===== config.mk =====
export PLATFORM = sky130hd
export DESIGN_NAME = debug_unit_flat
export DESIGN_NICKNAME = d
export VERILOG_FILES = /design/src/rtl/debug_unit_if.sv /design/src/rtl/debug_unit.sv /design/src/flat_wrapper.sv
export SDC_FILE = /design/constraint.sdc
export NUM_CORES = 2
export LEC_CHECK = 0
export CORE_AREA = 5 5 448 450
export DETAILED_ROUTE_END_ITERATION = 8
export DIE_AREA = 0 0 453 455
export PLACE_DENSITY = 0.52
export RECOVER_POWER = 100
export SLEW_MARGIN = 20
export SYNTH_ARGS = -nofsm -noshare
export SYNTH_HDL_FRONTEND = slang
export SYNTH_SLANG_ARGS = --single-unit

===== constraint.sdc =====
create_clock -name i_clk -period 8 [get_ports i_clk]
set_clock_uncertainty 0.15 [all_clocks]
set_input_delay 2 -clock i_clk [delete_from_list [all_inputs] [get_ports i_clk]]
set_output_delay 2 -clock i_clk [all_outputs]
set_load 0.01 [all_outputs]

===== src/rtl/debug_unit_if.sv =====
// Byte-level handshake between debug_unit and the UART receiver/transmitter pair.
// The master modport is the debug engine side, the slave modport is the UART side.
interface debug_unit_if #(
  parameter int NB_DATA = 8
);
  logic [NB_DATA-1:0] rx_data;
  logic               rx_done;
  logic               tx_done;
  logic [NB_DATA-1:0] tx_data;
  logic               tx_start;

  modport master (input rx_data, rx_done, tx_done, output tx_data, tx_start);
  modport slave  (output rx_data, rx_done, tx_done, input tx_data, tx_start);
endinterface


===== src/rtl/debug_unit.sv =====
// Host-side debug engine for the MIPS pipeline: decodes UART commands, steps or runs
// the pipeline, and streams a 140-byte snapshot (PC, cycles, regs, data word) back out.
module debug_unit #(
  parameter int                 N_BITS   = 32,
  parameter int                 NB_DATA  = 8,
  parameter logic [NB_DATA-1:0] CMD_CONT = 8'h63,
  parameter logic [NB_DATA-1:0] CMD_STEP = 8'h73,
  parameter logic [NB_DATA-1:0] CMD_NEXT = 8'h6E
) (
  input  logic                 i_clk,
  input  logic                 i_reset,
  debug_unit_if.master         uart,
  input  logic [N_BITS-1:0]    i_pc,
  input  logic [N_BITS-1:0]    i_ciclos,
  input  logic [N_BITS*32-1:0] i_registros,
  input  logic [N_BITS-1:0]    i_data_memory,
  input  logic                 i_halt,
  output logic                 o_valid,
  output logic                 o_exec_mode,
  output logic                 o_step,
  output logic                 o_busy
);

  localparam int         N_WORDS     = 35;
  localparam int         FRAME_BITS  = N_BITS * N_WORDS;
  localparam int         FRAME_BYTES = FRAME_BITS / NB_DATA;
  localparam logic [7:0] LAST_IDX    = 8'(FRAME_BYTES - 1);

  typedef enum logic [3:0] {
    IDLE, RUN, STEP_IDLE, STEP_PULSE, SETTLE, SNAP, SEND, WAIT_TX, DONE
  } state_t;

  state_t                state;
  logic [FRAME_BITS-1:0] frame;
  logic [FRAME_BITS-1:0] snap_frame;
  logic [7:0]            idx;
  logic                  from_run;
  logic                  snap_halt;
  logic [NB_DATA-1:0]    tx_data;
  logic                  tx_start;

  assign uart.tx_data  = tx_data;
  assign uart.tx_start = tx_start;

  // Byte 0 of the frame sits in the top bits so a left shift walks it MSB-first.
  function automatic logic [NB_DATA-1:0] frame_byte(input logic [FRAME_BITS-1:0] f,
                                                    input logic [7:0]            b);
    logic [FRAME_BITS-1:0] sh;
    sh = f << (NB_DATA * int'(b));
    return sh[FRAME_BITS-1 -: NB_DATA];
  endfunction

  // NOTE: every always_comb output gets a full default first so no latch can be inferred.
  always_comb begin
    snap_frame = '0;
    snap_frame[FRAME_BITS-1 -: N_BITS]          = i_pc;
    snap_frame[FRAME_BITS-1-N_BITS -: N_BITS]   = i_ciclos;
    for (int k = 0; k < 32; k++) begin
      snap_frame[FRAME_BITS-1-(2+k)*N_BITS -: N_BITS] = i_registros[k*N_BITS +: N_BITS];
    end
    snap_frame[N_BITS-1:0] = i_data_memory;
  end

  // NOTE: sequential state uses non-blocking assignments only, so every register
  // samples pre-edge values regardless of statement order.
  always_ff @(posedge i_clk) begin
    if (i_reset) begin
      state       <= IDLE;
      // NOTE: the frame buffer is plain flops, not a RAM macro, so it is cleared here.
      frame       <= '0;
      idx         <= '0;
      from_run    <= 1'b0;
      snap_halt   <= 1'b0;
      o_valid     <= 1'b0;
      o_exec_mode <= 1'b0;
      o_step      <= 1'b0;
      o_busy      <= 1'b0;
      tx_data     <= '0;
      tx_start    <= 1'b0;
    end else begin
      o_step   <= 1'b0;
      tx_start <= 1'b0;
      unique case (state)
        IDLE: begin
          if (uart.rx_done && uart.rx_data == CMD_CONT) begin
            o_valid     <= 1'b1;
            o_exec_mode <= 1'b0;
            from_run    <= 1'b1;
            state       <= RUN;
          end else if (uart.rx_done && uart.rx_data == CMD_STEP) begin
            o_valid     <= 1'b1;
            o_exec_mode <= 1'b1;
            from_run    <= 1'b0;
            state       <= STEP_IDLE;
          end
        end
        RUN: begin
          if (i_halt) begin
            o_valid <= 1'b0;
            o_busy  <= 1'b1;
            state   <= SNAP;
          end
        end
        STEP_IDLE: begin
          // Halt outranks a same-cycle command; that halt state was already dumped.
          if (i_halt) begin
            o_valid <= 1'b0;
            state   <= DONE;
          end else if (uart.rx_done && uart.rx_data == CMD_NEXT) begin
            o_step <= 1'b1;
            state  <= STEP_PULSE;
          end
        end
        STEP_PULSE: state <= SETTLE;
        SETTLE: begin
          o_busy <= 1'b1;
          state  <= SNAP;
        end
        SNAP: begin
          frame     <= snap_frame;
          snap_halt <= i_halt;
          idx       <= '0;
          tx_data   <= snap_frame[FRAME_BITS-1 -: NB_DATA];
          tx_start  <= 1'b1;
          state     <= SEND;
        end
        SEND: state <= WAIT_TX;
        WAIT_TX: begin
          if (uart.tx_done) begin
            if (idx != LAST_IDX) begin
              idx      <= idx + 8'd1;
              tx_data  <= frame_byte(frame, idx + 8'd1);
              tx_start <= 1'b1;
              state    <= SEND;
            end else begin
              o_busy <= 1'b0;
              if (from_run || snap_halt) begin
                o_valid <= 1'b0;
                state   <= DONE;
              end else begin
                state <= STEP_IDLE;
              end
            end
          end
        end
        DONE:    o_valid <= 1'b0;
        default: state <= IDLE;
      endcase
    end
  end

endmodule


===== src/flat_wrapper.sv =====
// flat-port wrapper written by rule: the top's interface ports become plain ports
module debug_unit_flat 
#(
  parameter int                 N_BITS   = 32,
  parameter int                 NB_DATA  = 8,
  parameter logic [NB_DATA-1:0] CMD_CONT = 8'h63,
  parameter logic [NB_DATA-1:0] CMD_STEP = 8'h73,
  parameter logic [NB_DATA-1:0] CMD_NEXT = 8'h6E
)
  (i_clk, i_reset, i_pc, i_ciclos, i_registros, i_data_memory, i_halt, o_valid, o_exec_mode, o_step, o_busy, uart_rx_data, uart_rx_done, uart_tx_done, uart_tx_data, uart_tx_start);
  debug_unit_if #(.NB_DATA(NB_DATA)) uart_i ();
  input  logic i_clk;
  input  logic i_reset;
  input  logic [N_BITS-1:0] i_pc;
  input  logic [N_BITS-1:0] i_ciclos;
  input  logic [N_BITS*32-1:0] i_registros;
  input  logic [N_BITS-1:0] i_data_memory;
  input  logic i_halt;
  output logic o_valid;
  output logic o_exec_mode;
  output logic o_step;
  output logic o_busy;
  input wire logic [$bits(uart_i.rx_data)-1:0] uart_rx_data;
  input wire logic [$bits(uart_i.rx_done)-1:0] uart_rx_done;
  input wire logic [$bits(uart_i.tx_done)-1:0] uart_tx_done;
  output wire logic [$bits(uart_i.tx_data)-1:0] uart_tx_data;
  output wire logic [$bits(uart_i.tx_start)-1:0] uart_tx_start;
  assign uart_i.rx_data = uart_rx_data;
  assign uart_i.rx_done = uart_rx_done;
  assign uart_i.tx_done = uart_tx_done;
  assign uart_tx_data = uart_i.tx_data;
  assign uart_tx_start = uart_i.tx_start;
  debug_unit #(.N_BITS(N_BITS), .NB_DATA(NB_DATA), .CMD_CONT(CMD_CONT), .CMD_STEP(CMD_STEP), .CMD_NEXT(CMD_NEXT)) u_core (.i_clk(i_clk), .i_reset(i_reset), .uart(uart_i), .i_pc(i_pc), .i_ciclos(i_ciclos), .i_registros(i_registros), .i_data_memory(i_data_memory), .i_halt(i_halt), .o_valid(o_valid), .o_exec_mode(o_exec_mode), .o_step(o_step), .o_busy(o_busy));
endmodule

Word level (Yosys, flattened, before mapping)
Index checks and enable logic that the tools add are counted.
{"block": "totals", "romBits": 0, "wordCells": 84, "ram_bits": 0, "latch_bits": 0, "in_bits": 1133, "register_bits": 1147, "memories": 0}
{"block": "classes", "shift": 1, "multipliers": 0, "n_lt_le_gt_ge": 0, "addsub": 1, "n_eq_ne": 20, "bitwise_logic": 2, "mux": 33, "n_reduce_logical": 16, "n_div": 0}
{"operator": "1120-bit by 11-bit << shifter with 1120-bit output", "n": 1}
{"operator": "4-bit one-hot mux with 9 select lines", "n": 1}
{"operator": "4-bit two-way mux", "n": 8}
{"operator": "8-bit two-way mux", "n": 4}
{"operator": "8-bit one-hot mux with 2 select lines", "n": 2}
{"operator": "8-bit by 7-bit equality test with 1-bit output (second input constant)", "n": 3}
{"operator": "4-bit by 3-bit equality test with 1-bit output (second input constant)", "n": 4}
{"operator": "1-bit two-way mux", "n": 15}
{"operator": "8-bit by 1-bit adder with 8-bit output (second input constant)", "n": 1}
{"operator": "4-bit by 2-bit equality test with 1-bit output (second input constant)", "n": 2}
{"operator": "8-bit != test (second input constant)", "n": 1}
{"operator": "2-bit by 1-bit != test with 1-bit output (second input constant)", "n": 3}
{"operator": "2-bit != test (second input constant)", "n": 3}
{"operator": "6-bit AND reduction", "n": 1}
{"operator": "5-bit AND reduction", "n": 1}
{"operator": "4-bit by 1-bit equality test with 1-bit output (second input constant)", "n": 1}
{"operator": "4-bit equality test (second input constant)", "n": 1}
{"operator": "4-bit zero test", "n": 1}
{"operator": "1-bit one-hot mux with 4 select lines", "n": 1}
{"operator": "4-bit AND reduction", "n": 1}
{"operator": "2-bit nonzero test", "n": 2}
{"operator": "4-bit nonzero test", "n": 1}
{"operator": "1-bit logical AND", "n": 3}
{"operator": "3-bit by 1-bit != test with 1-bit output (second input constant)", "n": 1}
{"operator": "10 further kinds", "n": 11}

Depth between registers and ports, before layout
{"block": "logic_depth", "ltp_word": 5, "depth_mapped": 12, "depth_no_buf": 8}

Worst setup path before layout
No wires, ideal clock.
{"block": "synth_timing", "kind": "input port to flip-flop", "from": "input uart_tx_done", "to": "register u_core.tx_data[6] (netlist: u_core.uart.tx_data[6])", "setup_time_ps": 92, "required_time_ps": 7758, "cell_stages": 6, "arrival_ps": 3141, "n_path_buf": 0, "slack_ps": 4617, "path_cell_list": "nand2_1 > nor2_1 > nor2_1 > nor3_1 > o21ai_0 > o32ai_1"}
{"block": "synth_between", "elab_chain_len": 2}
{"item": "start, declared", "line": "flat_wrapper.sv:25", "source": "input wire logic [$bits(uart_i.tx_done)-1:0] uart_tx_done;"}
{"item": "2-bit != test (no source line)"}
{"item": "3-bit AND reduction (no source line)"}
{"item": "end signal, assigned", "line": "debug_unit.sv:123", "source": "tx_data <= snap_frame[FRAME_BITS-1 -: NB_DATA];"}
{"item": "end signal, assigned", "line": "debug_unit.sv:132", "source": "tx_data <= frame_byte(frame, idx + 8'd1);"}
{"item": "end, declared", "line": "debug_unit.sv:39", "source": "logic [NB_DATA-1:0] tx_data;"}
No other way between the ends.
A chain may end at the register's enable or synchronous reset.

Worst setup path after layout
{"block": "layout_timing", "from": "register u_core.state[1]", "to": "register u_core.frame[156]"}
{"block": "layout_between", "elab_chain_len": 1}
{"item": "start, declared", "line": "debug_unit.sv:33", "source": "state_t state;"}
{"item": "start signal, assigned", "line": "debug_unit.sv:68", "source": "state <= IDLE;"}
{"item": "start signal, assigned", "line": "debug_unit.sv:89", "source": "state <= RUN;"}
{"item": "start signal, assigned", "line": "debug_unit.sv:94", "source": "state <= STEP_IDLE;"}
{"item": "4-bit by 3-bit equality test with 1-bit output", "line": "debug_unit.sv:83", "source": "unique case (state)"}
{"item": "end signal, assigned", "line": "debug_unit.sv:120", "source": "frame <= snap_frame;"}
{"item": "end, declared", "line": "debug_unit.sv:34", "source": "logic [FRAME_BITS-1:0] frame;"}
No other way between the ends.

==> summary.txt <==
Detailed routing
  – DRT Pass-1 Iters: 6
  – DRT Wirelength: 251 mm
  – Vias per std cell: 4.92
  – Vias: 47600
  – DRC Markers: 0
  – Antenna Nets Post-Route: 0
  – WL/cell: 26.0 um
  – Drt initial violations: 4691

Clock network
  – TritonCTS clock tree: done
  – Post-CTS Hold Buffers: 0
  – Setup Fix Bufs, Post-CTS: 0
  – Clock Path Buffers: 3
  – Clk_lat worst skew: 0.80 ns
  – Clock transition at path regs: 0.06 ns
  – CTS Sinks: 1147
  – Root buffer cell: clkbuf_16
  – Post-CTS resize count: 0
  – Cts bufs inserted: 142
  – H-tree Lvls: 4

Finish
  – Fraction of layout cells with a size suffix above 1: 7.63%
  – Final-layout fill cell count: 20700
  – Most frequent cells in the layout: nand2_1, a21oi_1, dfxtp_1, clkdlybuf4s50_1, mux4_2
  – Commonest non-fill, non-tap cell in the layout: nand2_1
  – Final net count: 7949
  – Final instance area: 67200 um2
  – Area Growth Syn to Fin: 37.3%

STA
  – Fin. Hold Viols: 0
  – Final setup viols: 0
  – Worst Max-Slew Pin Slew: 4.26 ns
  – Fmax: 171 MHz
  – RSZ-0062 raised after global routing: no
  – Slew Viols, Final: 585
  – Final worst path period share: 73.1%
  – Final min period: 5.85 ns
  – Slew HR: -184%
  – Setup TNS: 0 ns

Critical path
  – Startpoint Class: flip-flop
  – Critical path class: flip-flop to flip-flop
  – R2r startpoint: u_core.state[1]$_SDFFE_PP0P_
  – WP data arrival: 6.36 ns
  – Crit end category: flip-flop
  – Most used cell, CP: nand2_1
  – Critical-path top delay cell: nand2_1
  – Worst-path cell chain: nor2b_1, nand2_1, clkbuf_2, buf_12, nand2_1, a21oi_1
  – R2r setup slk: 2.15 ns
  – Critical Path RT: 8.52 ns
  – Max incr delay on CP: 2.33 ns
  – R2r worst-path depth: 6
  – End of the critical path: u_core.frame[156]$_SDFFE_PP0N_
  – Critical path fanouts, max: 175
  – Setup crit start: u_core.state[1]$_SDFFE_PP0P_
  – RR Endpoint: u_core.frame[156]$_SDFFE_PP0N_

Floorplanning
  – Die height: 455 um
  – Die area: 206000 um2
  – Std cell rows: 163
  – Core footprint: 196000 um2
  – Die width: 453 um
  – Ports: 1146
  – Initial Util: 24.9%

Power and ir drop
  – Switching share of power: 23.2%
  – Max VDD drop: 0.208 mV
  – Pint: 9.93 mW
  – Switching pwr: 3.00 mW
  – Share of power burned in registers: 44.2%
  – Lkg Pwr: 21.1 nW
  – Clock share of power: 49.9%
  – Power per Cell Area: 193 nW/um2
  – Logic pwr share: 5.8%

Synthesis
  – Sequential area share after synthesis: 46.9%
  – Cells after Synth: 5982
  – Synth warn: 0
  – Synthesized area per cell: 8.18 um2
  – Post-synth cell types: 68
  – Netlist Area Pre-Place: 48900 um2
  – Syn nets: 7116
  – EDFF count, synth: 0
  – FF+latch count, synth: 1147
  – Ys async rst share: 0%
  – Most used flip-flop cell after synthesis: dfxtp_1

Min path
  – Hold path depth: 2
  – Worst min-delay path class: flip-flop to flip-flop

Status
  – Status: finished with violations
  – Failing checks: capacitance limit, slew limit

Global routing
  – GRT Overall Usage: 23.0%
  – Initial antenna violation count: 158
  – Vias in the first global route: 45700
  – Largest net degree at the start of global routing: 230
  – Gr ovfl total: 0
  – First-pass GRT wire length: 342 mm

Placed design
  – Placer Congestion: 0.941
  – DP Area: 62300 um2
  – PortBufs: 1145
  – Dpl hpwl: 188 mm

Flow run
  – Max Cap Viol: 5
-- logic make-up after synthesis --
family | count (synthesis) | synth area share [%]
adder cells (fa/ha/maj) | 1 | 0.0256
XOR/XNOR | 14 | 0.320
AO/OA/AOI/OAI | 1328 | 14.6
multiplexers | 317 | 12.3
flip-flops | 1147 | 46.9
buffers and inverters | 512 | 4.63
AND/OR/NAND/NOR | 2663 | 21.2
-- power groups by stage --
stage                     Combinational (mW)  Clock (mW)  Sequential [mW]
final                                  0.755        6.46             5.72
after global routing                   0.788        6.85             5.72
after CTS                              0.755        6.61             5.72
after detailed placement               0.748           0             5.85
after global placement                 0.752           0             5.85
after floorplan                        0.108           0             5.84
-- worst max-delay path: cells and delay by family (launching register included) --
family,cells,cell delay [ns]
compound gates,1,0.16
simple gates,3,2.62
buf+inv,2,1.97
flops,1,0.58
-- area by class of cell --
cell class / count / area, um2 / share of cell area [%]
Antenna cell: 107 / 268 / 0.399
Clock buffer: 206 / 4090 / 6.08
Clock inverter: 46 / 544 / 0.810
Inverter: 3 / 11.3 / 0.0168
Multi-Input combinational cell: 4323 / 23900 / 35.5
Sequential cell: 1147 / 23000 / 34.2
Tap cell: 2640 / 3300 / 4.92
Timing Repair Buffer: 1198 / 12100 / 18.0
-- worst min-delay path by stage --
stage                     slack [ns]                      startpoint                        endpoint
after floorplan                 0.28    u_core.frame[0]$_SDFFE_PP0N_    u_core.frame[0]$_SDFFE_PP0N_
after global placement          0.29  u_core.frame[911]$_SDFFE_PP0N_  u_core.frame[911]$_SDFFE_PP0N_
after global routing            0.32  u_core.frame[705]$_SDFFE_PP0N_  u_core.frame[705]$_SDFFE_PP0N_
final                           0.30  u_core.frame[394]$_SDFFE_PP0N_  u_core.frame[394]$_SDFFE_PP0N_
after CTS                       0.30  u_core.frame[165]$_SDFFE_PP0N_  u_core.frame[165]$_SDFFE_PP0N_
after detailed placement        0.29  u_core.frame[165]$_SDFFE_PP0N_  u_core.frame[165]$_SDFFE_PP0N_
-- cells in the mapped netlist, types with 14 or more instances --
master	count	area share [%]
buf_2	53	0.54
a21oi_1	1153	12
buf_1	19	0.15
nand4_1	19	0.24
a32oi_1	23	0.41
o21ai_0	32	0.33
a31oi_1	14	0.18
mux2i_1	89	1.8
dfxtp_1	1147	47
a221oi_1	15	0.27
buf_4	29	0.45
nand2_1	2454	19
mux4_2	228	10
nand3_1	81	0.83
clkbuf_1	390	3.0
nor2_1	39	0.30
-- sequential cells by signal (all words and copies together) (netlist names) --
register,cells
u_core.idx,8
u_core.snap_halt,1
u_core.state,4
u_core.o_exec_mode,1
u_core.o_busy,1
u_core.from_run,1
u_core.o_valid,1
u_core.uart.tx_start,1
u_core.o_step,1
u_core.uart.tx_data,8
u_core.frame,1120
-- per-layer routing --
layer	wire, um	vias up	GRT usage [%]	part of all wire (%)
li1	-	22000	-	-
met1	104000	23400	29.6	41
met2	120000	1745	37.1	48
met3	17000	401	4.53	6.8
met4	9690	34	11.3	3.9
met5	200	-	0	0.080
-- stage by stage --
stage	cells	util (%)	hold slack [ns]	setup WS [ns]	power (mW)
final	9670	34.2	0.302	2.15	12.9
after CTS	9561	34.1	0.302	2.75	13.1
after global routing	9649	34.2	0.315	1.72	13.4
after floorplan	5982	-	0.283	4.62	5.95
after detailed placement	9309	31.7	0.295	2.75	6.59
after global placement	9309	31.7	0.289	2.71	6.60
(Power assumes the default switching activity.)
